<file path="config.mk">
export PLATFORM = sky130hd
export DESIGN_NAME = fractional_divide
export DESIGN_NICKNAME = d
export VERILOG_FILES = /design/src/rtl/fractional_divide.sv
export SDC_FILE = /design/constraint.sdc
export NUM_CORES = 1
export LEC_CHECK = 0
export ABC_AREA = 0
export ABC_CLOCK_PERIOD_IN_PS = 6300
export CAP_MARGIN = 5
export CORE_UTILIZATION = 45
export DETAILED_ROUTE_END_ITERATION = 6
export GPL_TIMING_DRIVEN = 0
export MAX_ROUTING_LAYER = met4
export PLACE_DENSITY = 0.76
export REMOVE_ABC_BUFFERS = 1
export SLEW_MARGIN = 10
export SYNTH_ARGS = -nofsm -noshare
export SYNTH_HDL_FRONTEND = slang
export SYNTH_SLANG_ARGS = --single-unit
</file>
<file path="constraint.sdc">
create_clock -name clk -period 6.3 [get_ports clk]
set_input_delay 0.945 -clock clk [delete_from_list [all_inputs] [get_ports clk]]
set_output_delay 0.945 -clock clk [all_outputs]
set_load 0.05 [all_outputs]
</file>
<file path="src/rtl/fractional_divide.sv">
// fractional_divide
// -----------------
// Iterative restoring divider that maps a scaled fixed-point word back to the
// original integer units: dout = round_half_up({din_int,din_frac} / FACTOR),
// saturated to IN_BIT bits. One quotient bit per clock, MSB first.
//
// Ports
//   clk        rising-edge clock
//   rst        asynchronous reset, active high
//   in_valid   dividend word valid       (input handshake)
//   in_ready   block idle, word accepted when in_valid && in_ready
//   din_int    integer part of dividend  (OUT_BIT bits)
//   din_frac   fraction part of dividend (FRAC_BIT bits)
//   out_valid  result valid, held until out_ready
//   out_ready  sink accepts result
//   dout       rounded, saturated quotient (IN_BIT bits)
//   sat        dout was clipped to 2^IN_BIT-1
module fractional_divide #(
  parameter real FACTOR   = 0.5,
  parameter int  IN_BIT   = 8,
  parameter int  OUT_BIT  = 6,
  parameter int  FRAC_BIT = 8,
  parameter int  Q_BITS   = 16
) (
  input  logic                clk,
  input  logic                rst,
  input  logic                in_valid,
  output logic                in_ready,
  input  logic [OUT_BIT-1:0]  din_int,
  input  logic [FRAC_BIT-1:0] din_frac,
  output logic                out_valid,
  input  logic                out_ready,
  output logic [IN_BIT-1:0]   dout,
  output logic                sat
);

  // Numerator/quotient width; also the number of division steps.
  localparam int NW    = OUT_BIT + Q_BITS + 1;
  // Aligns the dividend with the Q_BITS divisor and adds one extra bit of
  // quotient precision that the half-up rounding consumes.
  localparam int SHIFT = Q_BITS - FRAC_BIT + 1;
  localparam int CW    = $clog2(NW);

  // Divisor quantised by truncation ($rtoi truncates toward zero).
  localparam longint            FQ_FULL     = longint'($rtoi(FACTOR * (2.0 ** Q_BITS)));
  localparam logic [Q_BITS-1:0] FACTOR_QUAN = FQ_FULL[Q_BITS-1:0];

  if (Q_BITS < FRAC_BIT) begin : g_chk_qbits
    $error("fractional_divide: Q_BITS must be >= FRAC_BIT");
  end
  if (FACTOR_QUAN == 0) begin : g_chk_factor
    $error("fractional_divide: FACTOR quantises to zero");
  end

  typedef enum logic [1:0] {
    IDLE  = 2'd0,
    DIV   = 2'd1,
    ROUND = 2'd2,
    DONE  = 2'd3
  } state_t;

  state_t              state_q, state_d;
  logic [NW-1:0]       n_q, n_d;        // dividend, shifted out MSB first
  logic [Q_BITS:0]     rem_q, rem_d;    // partial remainder, always < FACTOR_QUAN
  logic [NW-1:0]       quot_q, quot_d;
  logic [CW-1:0]       cnt_q, cnt_d;
  logic [IN_BIT-1:0]   dout_q, dout_d;
  logic                sat_q, sat_d;
  logic                out_valid_q, out_valid_d;

  // Datapath helpers
  logic [Q_BITS+1:0]   rem_shift;
  logic                take;
  logic [Q_BITS:0]     rem_sub;
  logic [NW:0]         q_inc;
  logic [NW-1:0]       r;
  logic                over;

  always_comb begin
    // Remainder shifted left with the next dividend bit. The extra top bit
    // keeps the compare exact even though it is always zero in practice.
    rem_shift = {rem_q, n_q[NW-1]};
    take      = rem_shift >= {2'b00, FACTOR_QUAN};
    rem_sub   = rem_shift[Q_BITS:0] - {1'b0, FACTOR_QUAN};
    // The quotient carries one extra fractional bit; (q+1)>>1 rounds half-up.
    q_inc     = {1'b0, quot_q} + {{NW{1'b0}}, 1'b1};
    r         = NW'(q_inc >> 1);
  end

  if (NW > IN_BIT) begin : g_sat
    assign over = |r[NW-1:IN_BIT];
  end else begin : g_nosat
    assign over = 1'b0;
  end

  always_comb begin
    state_d     = state_q;
    n_d         = n_q;
    rem_d       = rem_q;
    quot_d      = quot_q;
    cnt_d       = cnt_q;
    dout_d      = dout_q;
    sat_d       = sat_q;
    out_valid_d = out_valid_q;

    unique case (state_q)
      IDLE: begin
        if (in_valid) begin
          n_d     = NW'({din_int, din_frac}) << SHIFT;
          rem_d   = '0;
          quot_d  = '0;
          cnt_d   = CW'(NW - 1);
          state_d = DIV;
        end
      end
      DIV: begin
        n_d    = n_q << 1;
        rem_d  = take ? rem_sub : rem_shift[Q_BITS:0];
        quot_d = {quot_q[NW-2:0], take};
        cnt_d  = cnt_q - CW'(1);
        if (cnt_q == '0) begin
          state_d = ROUND;
        end
      end
      ROUND: begin
        dout_d      = over ? {IN_BIT{1'b1}} : IN_BIT'(r);
        sat_d       = over;
        out_valid_d = 1'b1;
        state_d     = DONE;
      end
      DONE: begin
        if (out_ready) begin
          out_valid_d = 1'b0;
          state_d     = IDLE;
        end
      end
      default: state_d = IDLE;
    endcase
  end

  always_ff @(posedge clk or posedge rst) begin
    if (rst) begin
      state_q     <= IDLE;
      n_q         <= '0;
      rem_q       <= '0;
      quot_q      <= '0;
      cnt_q       <= '0;
      dout_q      <= '0;
      sat_q       <= 1'b0;
      out_valid_q <= 1'b0;
    end else begin
      state_q     <= state_d;
      n_q         <= n_d;
      rem_q       <= rem_d;
      quot_q      <= quot_d;
      cnt_q       <= cnt_d;
      dout_q      <= dout_d;
      sat_q       <= sat_d;
      out_valid_q <= out_valid_d;
    end
  end

  assign in_ready  = (state_q == IDLE);
  assign out_valid = out_valid_q;
  assign dout      = dout_q;
  assign sat       = sat_q;

endmodule

</file>
# ---- After elaboration in Yosys (flattened, before gate mapping)
# Cells that the tools add are included.
dict set report classes {
  add_sub_neg 3
  n_mul 0
  div 0
  n_lt_le_gt_ge 1
  eq_ne 6
  shift 0
  mux 16
  n_bitwise 0
  reduce_logical 8
}
# operator count
set ops {}
lappend ops {{$pmux 23 s2} 2}
lappend ops {{$mux 23} 2}
lappend ops {{$mux 17} 2}
lappend ops {{$pmux 17 s2} 1}
lappend ops {{$add 23x1->24 const B} 1}
lappend ops {{$ge 18x16->1 const B} 1}
lappend ops {{$sub 17x16->17 const B} 1}
lappend ops {{$reduce_or 15->1} 1}
lappend ops {{$pmux 5 s2} 1}
lappend ops {{$mux 8} 1}
lappend ops {{$pmux 2 s4} 1}
lappend ops {{$mux 2} 3}
lappend ops {{$ne 2x2->1 const B} 3}
lappend ops {{$logic_not 5->1} 1}
lappend ops {{$mux 5} 1}
lappend ops {{$sub 5x1->5 const B} 1}
lappend ops {{$eq 2x2->1 const B} 2}
lappend ops {{$reduce_and 2->1} 2}
lappend ops {{$reduce_bool 2->1} 2}
lappend ops {{$reduce_and 3->1} 1}
lappend ops {{$eq 2x1->1 const B} 1}
lappend ops {{$logic_not 2->1} 1}
lappend ops {{$pmux 1 s2} 1}
lappend ops {{$mux 1} 1}
dict set report totals {
  register_bits 80
  latch_bits 0
  ramBits 0
  rom_bits 0
  inputBits 18
  output_inout_bits 11
  wordCells 42
  mem_count 0
}

# ---- Longest topological paths before layout
# Gate-level depths: netlist (run 1).
dict set report logic_depth {
  word_depth 3
  depth_mapped 8
  ltp_nobuf 8
}

# ---- Least setup slack after synthesis (run 1)
# Ideal clock, no wire load.
dict set report synth_path {
  path_kind {reg-to-reg}
  from {reg state_q[0]}
  to {reg quot_q[1]}
  setup_ps 121
  arrival_ps 1957
  required_time_ps 6179
  path_slack_ps 4222
  stages_incl_launch_ff 8
  n_path_buf 2
  synth_period_minus_slack_ps 2078
  cell_sequence {dfrtp_1 -> inv_1 -> ha_1 -> nand2b_1 -> and2_1 -> clkbuf_1 -> clkbuf_1 -> a22o_1}
}
dict set report synth_between {
  elab_chain_len 3
  elab_cells_between_ends 6
  cone_classes {eq/ne (2); mux (1); reduce/logical (3)}
}
# item line_no
set synth_lines {}
lappend synth_lines {{from (decl)} 62} ;# state_t state_q, state_d;
lappend synth_lines {{from (signal assigned)} 152} ;# state_q <= state_d;
lappend synth_lines {{$logic_not 2->1 *} n/a}
lappend synth_lines {{named net in_ready} 28} ;# output logic in_ready,
lappend synth_lines {{$ne 2x2->1 (no source line) / $reduce_bool 2->1 (equally long branches)} n/a}
lappend synth_lines {{$reduce_and 2->1 (no source line)} n/a}
lappend synth_lines {{to (signal assigned)} 155} ;# quot_q <= quot_d;
lappend synth_lines {{to (decl)} 65} ;# logic [NW-1:0] quot_q, quot_d;
# The timed path passes the listed nets; every way through them passes the cells marked *.
# A chain may end at the register's enable or synchronous reset.

# ---- Worst setup path after layout (run 1)
dict set report layout_path {
  from {reg state_q[0]}
  to {out in_ready}
}
dict set report layout_between {
  elab_chain_len 1
}
# item line_no
set layout_lines {}
lappend layout_lines {{$logic_not 2->1} 163} ;# assign in_ready = (state_q == IDLE);
lappend layout_lines {{to (decl)} 28}
# No other way between the ends.

==> results.json, run 1 <==
{
  "outcome": "finished, final reports clean",
  "maxSlewViolCount": 0,
  "critPathKind": "reg2out",
  "max_slew_margin_pct": 34.6,
  "synth-xor-area-share_pct": 3.17,
  "p_leak_nw": 1.69,
  "io_buffer_count": 28,
  "fin_crit_sh_pct": 46.1,
  "cts_num_sinks": 71,
  "synthAdderAreaFrac_pct": 2.64,
  "rsz0062_at_grt": "false",
  "ys_top_cells_by_area": "dfrtp_1 (54%), a22o_1 (9.8%), mux2i_1 (3.9%), o21ai_0 (3.6%), nand2_1 (3.3%)",
  "holdCritPathClass": "reg2reg",
  "yosysUniqueCellTypes": 46,
  "ys_seq_area_share_pct": 53.6,
  "dieArea_sq_um": 7720,
  "antenna_cells": 0,
  "grt_overflow_total": 0,
  "ir_worst_vdd_mv": 0.209,
  "gp_congestion": 0.855,
  "antenna_found_initial": 0,
  "core_area_sq_um": 6940,
  "synth_area_leader_cell": "dfrtp_1",
  "grt_pass1_vias": 2247,
  "postCtsSetupBuffers": 0,
  "post-place-cells": 412,
  "drtAntennaViolNets": 0,
  "fp.dieW_um": 87.9,
  "synth-seq-cells": 71,
  "synth_top_family_by_area": "compound AO/OA/AOI/OAI gates",
  "wirelength_um": 5940,
  "grt_max_degree": 52,
  "drv_cap": 0,
  "clk_pin_slew_ns": 0.08,
  "fmax_ghz": 0.344,
  "h-tree-depth": 3,
  "yosys_warnings": 0,
  "grt_usage_pct": 18.8,
  "start_util_pct": 47.8,
  "drtIter0Drc": 165,
  "core.rowCount": 30,
  "nFillCells": 605,
  "first_pass_iters": 4,
  "syn_inst": 305,
  "cts_tree": "yes",
  "hold_viol": 0,
  "cts_buffer_depth": 2,
  "hpwl_um": 3920,
  "finalNonFillerCells": 428,
  "synth.cell_area_sq_um": 3320,
  "synth.area.mux_share_pct": 3.92,
  "tightest_slew_ns": 0.981,
  "crit_arrival_ns": 1.96,
  "drive_gt1_share_pct": 10.2,
  "post_cts_resized": 0,
  "cp-start-kind": "register",
  "synth_commonest_cells": "dfrtp_1 (71), a22o_1 (37), nand2_1 (29), o21ai_0 (24), nor2_1 (22)",
  "synth-edff-count": 0,
  "die_y_um": 87.9,
  "io_pins": 29,
  "skew_ns": 0.00855,
  "wl_per_cell_um": 13.9,
  "syn2layout_area_growth_pct": 16.9,
  "critPathMaxFanout": 6,
  "setup_tns_ns": 0,
  "cts_buffers": 9,
  "vias_per_cell": 5.51,
  "synth.most_common_cell": "dfrtp_1",
  "cts-root-buf": "clkbuf_8",
  "drc": 0,
  "finalSetupViolCount": 0,
  "async_reset_ff_share_pct": 100,
  "num_vias": 2357,
  "cts_hold_buf": 0,
  "cp-end-kind": "output port",
  "synth_compound_area_share_pct": 19.9,
  "layout_min_cycle_time_ns": 2.91,
  "cp_data_required_time_ns": 5.35,
  "synth_flop_cell": "dfrtp_1",
  "grt_pass1_wl_um": 10600,
  "p_per_area_nw_per_um2": 434,
  "clk-insertion-delay-late_ns": 0.35,
  "layout.nets": 352,
  "post_synth_and_or_nand_nor_area_fraction_pct": 13.2,
  "syn_avg_cell_area_sq_um": 10.9,
  "synth_top_cell_area_share_pct": 53.6
}
registers in the layout, indices dropped and copies added, names as in the netlist:
name	count
out_valid	1
n_q	14
cnt_q	5
dout	8
sat	1
rem_q	17
quot_q	23
state_q	2
metrics by stage:
step,total power [W],hold slack (ns),cell area [sq um],worst slack (ns),util [%]
floorplan,0.00112,0.450,3230,3.56,-
global placement,0.00128,0.465,3630,2.47,52.3
detailed placement,0.00133,0.475,3680,3.35,53.0
CTS,0.00170,0.490,3880,3.38,55.8
global route,0.00179,0.513,3880,3.31,55.8
finish,0.00168,0.486,3880,3.39,55.8
worst max-delay path, cell delays in order, from the launching register on:
cell	delay, ns
dfrtp_1	0.41
inv_1	0.11
ha_1	0.25
clkdlybuf4s50_1	0.84
layout by cell type, fill, tap and decap left out, types with 2 or more instances in the layout:
cell              n
or4_1             3
o31ai_1           3
nor3_1            6
a21oi_1           3
nor4_1            2
nand4_1           4
mux2i_1          13
xnor2_1           7
ha_1              7
clkdlybuf4s50_1  28
nand3_1           6
nand3_2           2
dfrtp_1          71
xor2_1            5
a21oi_2           8
nor2_1           22
inv_1             9
clkinv_2          2
nand2b_1          2
buf_12            2
o21ai_0          24
clkbuf_8         10
nand2_1          29
a22o_1           37
worst paths after layout:
check	from	end	slack, ns	depth (start not counted)
max reg2reg	state_q[1]$_DFFE_PP0P_	cnt_q[3]$_DFFE_PP0P_	3.67	8
min reg2reg	n_q[22]$_DFFE_PP0P_	n_q[22]$_DFFE_PP0P_	0.49	2
max in group asynchronous	rst	quot_q[9]$_DFFE_PP0P_	4.84	3
max	state_q[0]$_DFFE_PP0P_	in_ready	3.39	3
min in group asynchronous	rst	n_q[19]$_DFFE_PP0P_	0.92	2
min	n_q[22]$_DFFE_PP0P_	n_q[22]$_DFFE_PP0P_	0.49	2
power breakdown:
| group | switching [W] | internal (W) | leakage, nW |
|---|---|---|---|
| Sequential | 0.0000702 | 0.000576 | 0.928 |
| Clock | 0.000172 | 0.000194 | 0.0997 |
| Combinational | 0.000435 | 0.000235 | 0.662 |
layer usage:
metal	global-route usage, %	vias up	part of all wire (%)
met1	23.8	1154	46
met4	11.0	0	2.8
met5	-	-	0
met2	28.0	42	47
met3	3.58	12	3.8
li1	-	1149	-
cell families (layout without fill, tap and decap cells):
kind of cell	count (synthesis)	count (layout)
muxes	13	13
adders and majority gates	7	7
buffers and inverters	29	56
DFF	71	71
AOI/OAI and AO/OA	88	88
and+or+nand+nor	85	85
xor gates and xnor gates	12	12
final cells by class:
| class | instances | area [sq um] | area share (%) |
|---|---|---|---|
| multi-input combinational | 205 | 1420 | 36.7 |
| sequential | 71 | 1780 | 45.8 |
| clock inverter | 5 | 56.3 | 1.45 |
| tap | 96 | 120 | 3.10 |
| clock buffer | 11 | 141 | 3.65 |
| timing repair buffer | 30 | 320 | 8.26 |
| inverter | 10 | 40.0 | 1.03 |
(Power assumes the default switching activity.)
==> run 2: changes to the inputs <==
--- a/config.mk
+++ b/config.mk
@@ -6,13 +6,13 @@
 export NUM_CORES = 1
 export LEC_CHECK = 0
 export ABC_AREA = 0
-export ABC_CLOCK_PERIOD_IN_PS = 6300
+export ABC_CLOCK_PERIOD_IN_PS = 2500
 export CAP_MARGIN = 5
 export CORE_UTILIZATION = 45
 export DETAILED_ROUTE_END_ITERATION = 6
 export GPL_TIMING_DRIVEN = 0
 export MAX_ROUTING_LAYER = met4
-export PLACE_DENSITY = 0.76
+export PLACE_DENSITY = 0.78
 export REMOVE_ABC_BUFFERS = 1
 export SLEW_MARGIN = 10
 export SYNTH_ARGS = -nofsm -noshare
==> constraint.sdc (replaced) <==
create_clock -name clk -period 2.5 [get_ports clk]
set_input_delay 0.375 -clock clk [delete_from_list [all_inputs] [get_ports clk]]
set_output_delay 0.375 -clock clk [all_outputs]
set_load 0.05 [all_outputs]
==> results.json, run 2 (synthesis results as in run 1) <==
{
  "outcome": "finished, final reports clean",
  "max_slew_margin_pct": 55.3,
  "grt_pass1_wl_um": 10500,
  "hold_ws_ns": 0.347,
  "layout_min_cycle_time_ns": 2.39,
  "cts_tree": "yes",
  "grt_max_degree": 51,
  "postCtsSetupBuffers": 0,
  "hold_viol": 0,
  "drtAntennaViolNets": 0,
  "placed_area_sq_um": 3690,
  "drc": 0,
  "dieArea_sq_um": 7720,
  "crit_arrival_ns": 2.01,
  "intPower_w": 0.00268,
  "critPathMaxFanout": 6,
  "setup_tns_ns": 0,
  "fmax_ghz": 0.419,
  "largestRegisters": "quot_q x23, rem_q x17, n_q x14",
  "start_util_pct": 47.8,
  "largest_reg_flops": 23,
  "fin_crit_sh_pct": 95.6,
  "antenna_found_initial": 0,
  "first_pass_iters": 4,
  "wirelength_um": 6040,
  "cp-start-kind": "register",
  "die_y_um": 87.9,
  "core.rowCount": 30,
  "clk-insertion-delay-late_ns": 0.34,
  "finalSetupViolCount": 0,
  "cts_buffers": 9,
  "cts_num_sinks": 71,
  "grt_pass1_vias": 2280,
  "fp.dieW_um": 87.9,
  "gp_congestion": 0.891,
  "drv_cap": 0,
  "h-tree-depth": 3,
  "drive_gt1_share_pct": 10.5,
  "vias_per_cell": 5.59,
  "wl_per_cell_um": 14.1,
  "cp_data_required_time_ns": 2.12,
  "layout.nets": 352,
  "seqPwrFrac_pct": 37.3,
  "p_leak_nw": 1.71,
  "top_register": "quot_q",
  "maxSlewViolCount": 0,
  "p_per_area_nw_per_um2": 1110,
  "grt_usage_pct": 18.4,
  "io_buffer_count": 28,
  "num_vias": 2391,
  "grt_overflow_total": 0,
  "io_pins": 29,
  "clk_pin_slew_ns": 0.07,
  "holdCritPathClass": "in2async",
  "syn2layout_area_growth_pct": 18.3,
  "clkPwrFrac_pct": 23.4,
  "power_w": 0.00437,
  "ir_worst_vdd_mv": 0.570,
  "skew_ns": 0.00628,
  "cp-end-kind": "output port",
  "tightest_slew_ns": 0.671,
  "mostFrequentLayoutCells": "dfrtp_1 (71), a22o_1 (37), nand2_1 (29), clkdlybuf4s50_1 (28), o21ai_0 (24)",
  "cts_buffer_depth": 2,
  "final_common_cell": "dfrtp_1",
  "pwr-share-comb_pct": 39.3,
  "sw_frac_of_total_pct": 38.8,
  "hpwl_um": 3970,
  "design_area_sq_um": 3930,
  "drtIter0Drc": 198,
  "critPathKind": "reg2out",
  "antenna_cells": 0,
  "cts-root-buf": "clkbuf_8",
  "p_sw_w": 0.00169,
  "core_area_sq_um": 6940
}
## run 2: changes by cell type in the layout (fill, tap and decap cells not counted)
cell	before	now
buf_16	0	1
buf_12	2	1
bufinv_16	1	2
clkinv_2	2	1
o2111a_1	1	0
clkinvlp_4	1	0
o2111a_2	0	1
ha_4	0	1
inv_6	1	0
clkbuf_8	10	11
clkbuf_1	1	2
ha_1	7	6
## run 2: critical path, stage by stage, from the launching register on
cell and delay, ns:
dfrtp_1 0.43, inv_1 0.13, ha_1 0.27, clkdlybuf4s50_1 0.84
## run 2: repair_timing
action	4_1_cts	5_1_grt
setup endpoints to repair	40	5
gates resized for setup	2	2
hold buffers	0	0
## run 2: power groups by stage
stage          clock network (W)  logic [W]  registers (W)
3_5_place_dp                   0    0.00171        0.00164
2_1_floorplan                  0   0.000927        0.00189
4_1_cts                  0.00105    0.00172        0.00163
5_1_grt                  0.00110    0.00190        0.00166
6_report                 0.00102    0.00172        0.00163
3_3_place_gp                   0    0.00161        0.00163
## run 2: worst paths after layout
path	slack, ns	from	to	cells past startpoint
worst min-delay path	0.35	rst	n_q[20]$_DFFE_PP0P_	2
worst max-delay path	0.11	state_q[0]$_DFFE_PP0P_	in_ready	3
worst max register to register	0.30	quot_q[0]$_DFFE_PP0P_	dout[5]$_DFFE_PP0P_	7
max in group asynchronous	1.63	rst	dout[4]$_DFFE_PP0P_	3
min in group clk	0.49	sat$_DFFE_PP0P_	sat$_DFFE_PP0P_	2
worst min register to register	0.49	sat$_DFFE_PP0P_	sat$_DFFE_PP0P_	2
## run 2: cell type report
cell class / count / area [sq um]
Fill cell: 595 / 3020
Sequential cell: 71 / 1780
Multi-Input combinational cell: 205 / 1440
Timing Repair Buffer: 30 / 328
Clock buffer: 13 / 159
Tap cell: 96 / 120
Clock inverter: 3 / 65.1
Inverter: 10 / 40.0
## run 2: metrics by stage
stage	utilization [%]	setup slack, ns	cells
after floorplan	-	-0.202	286
after global placement	52.3	-0.766	410
after detailed placement	53.1	-0.279	412
after CTS	56.4	0.138	428
after global routing	56.5	-0.0000326	428
final	56.5	0.111	428
## run 2: layer usage
metal	routed length [um]	vias up	track usage [%]	share of wire, %
met5	0	-	-	0
met4	82	0	6.56	1.4
met3	210	6	6.03	3.5
met2	2890	41	27.7	48
met1	2860	1194	23.3	47
li1	-	1150	-	-
==> run 3: changes to the inputs <==
--- a/config.mk
+++ b/config.mk
@@ -14,6 +14,7 @@
 export MAX_ROUTING_LAYER = met4
 export PLACE_DENSITY = 0.78
 export REMOVE_ABC_BUFFERS = 1
+export SKIP_LAST_GASP = 1
 export SLEW_MARGIN = 10
 export SYNTH_ARGS = -nofsm -noshare
 export SYNTH_HDL_FRONTEND = slang
==> results of run 3 <==
Same layout as run 2: the final DEF is identical, and so are final timing and power.
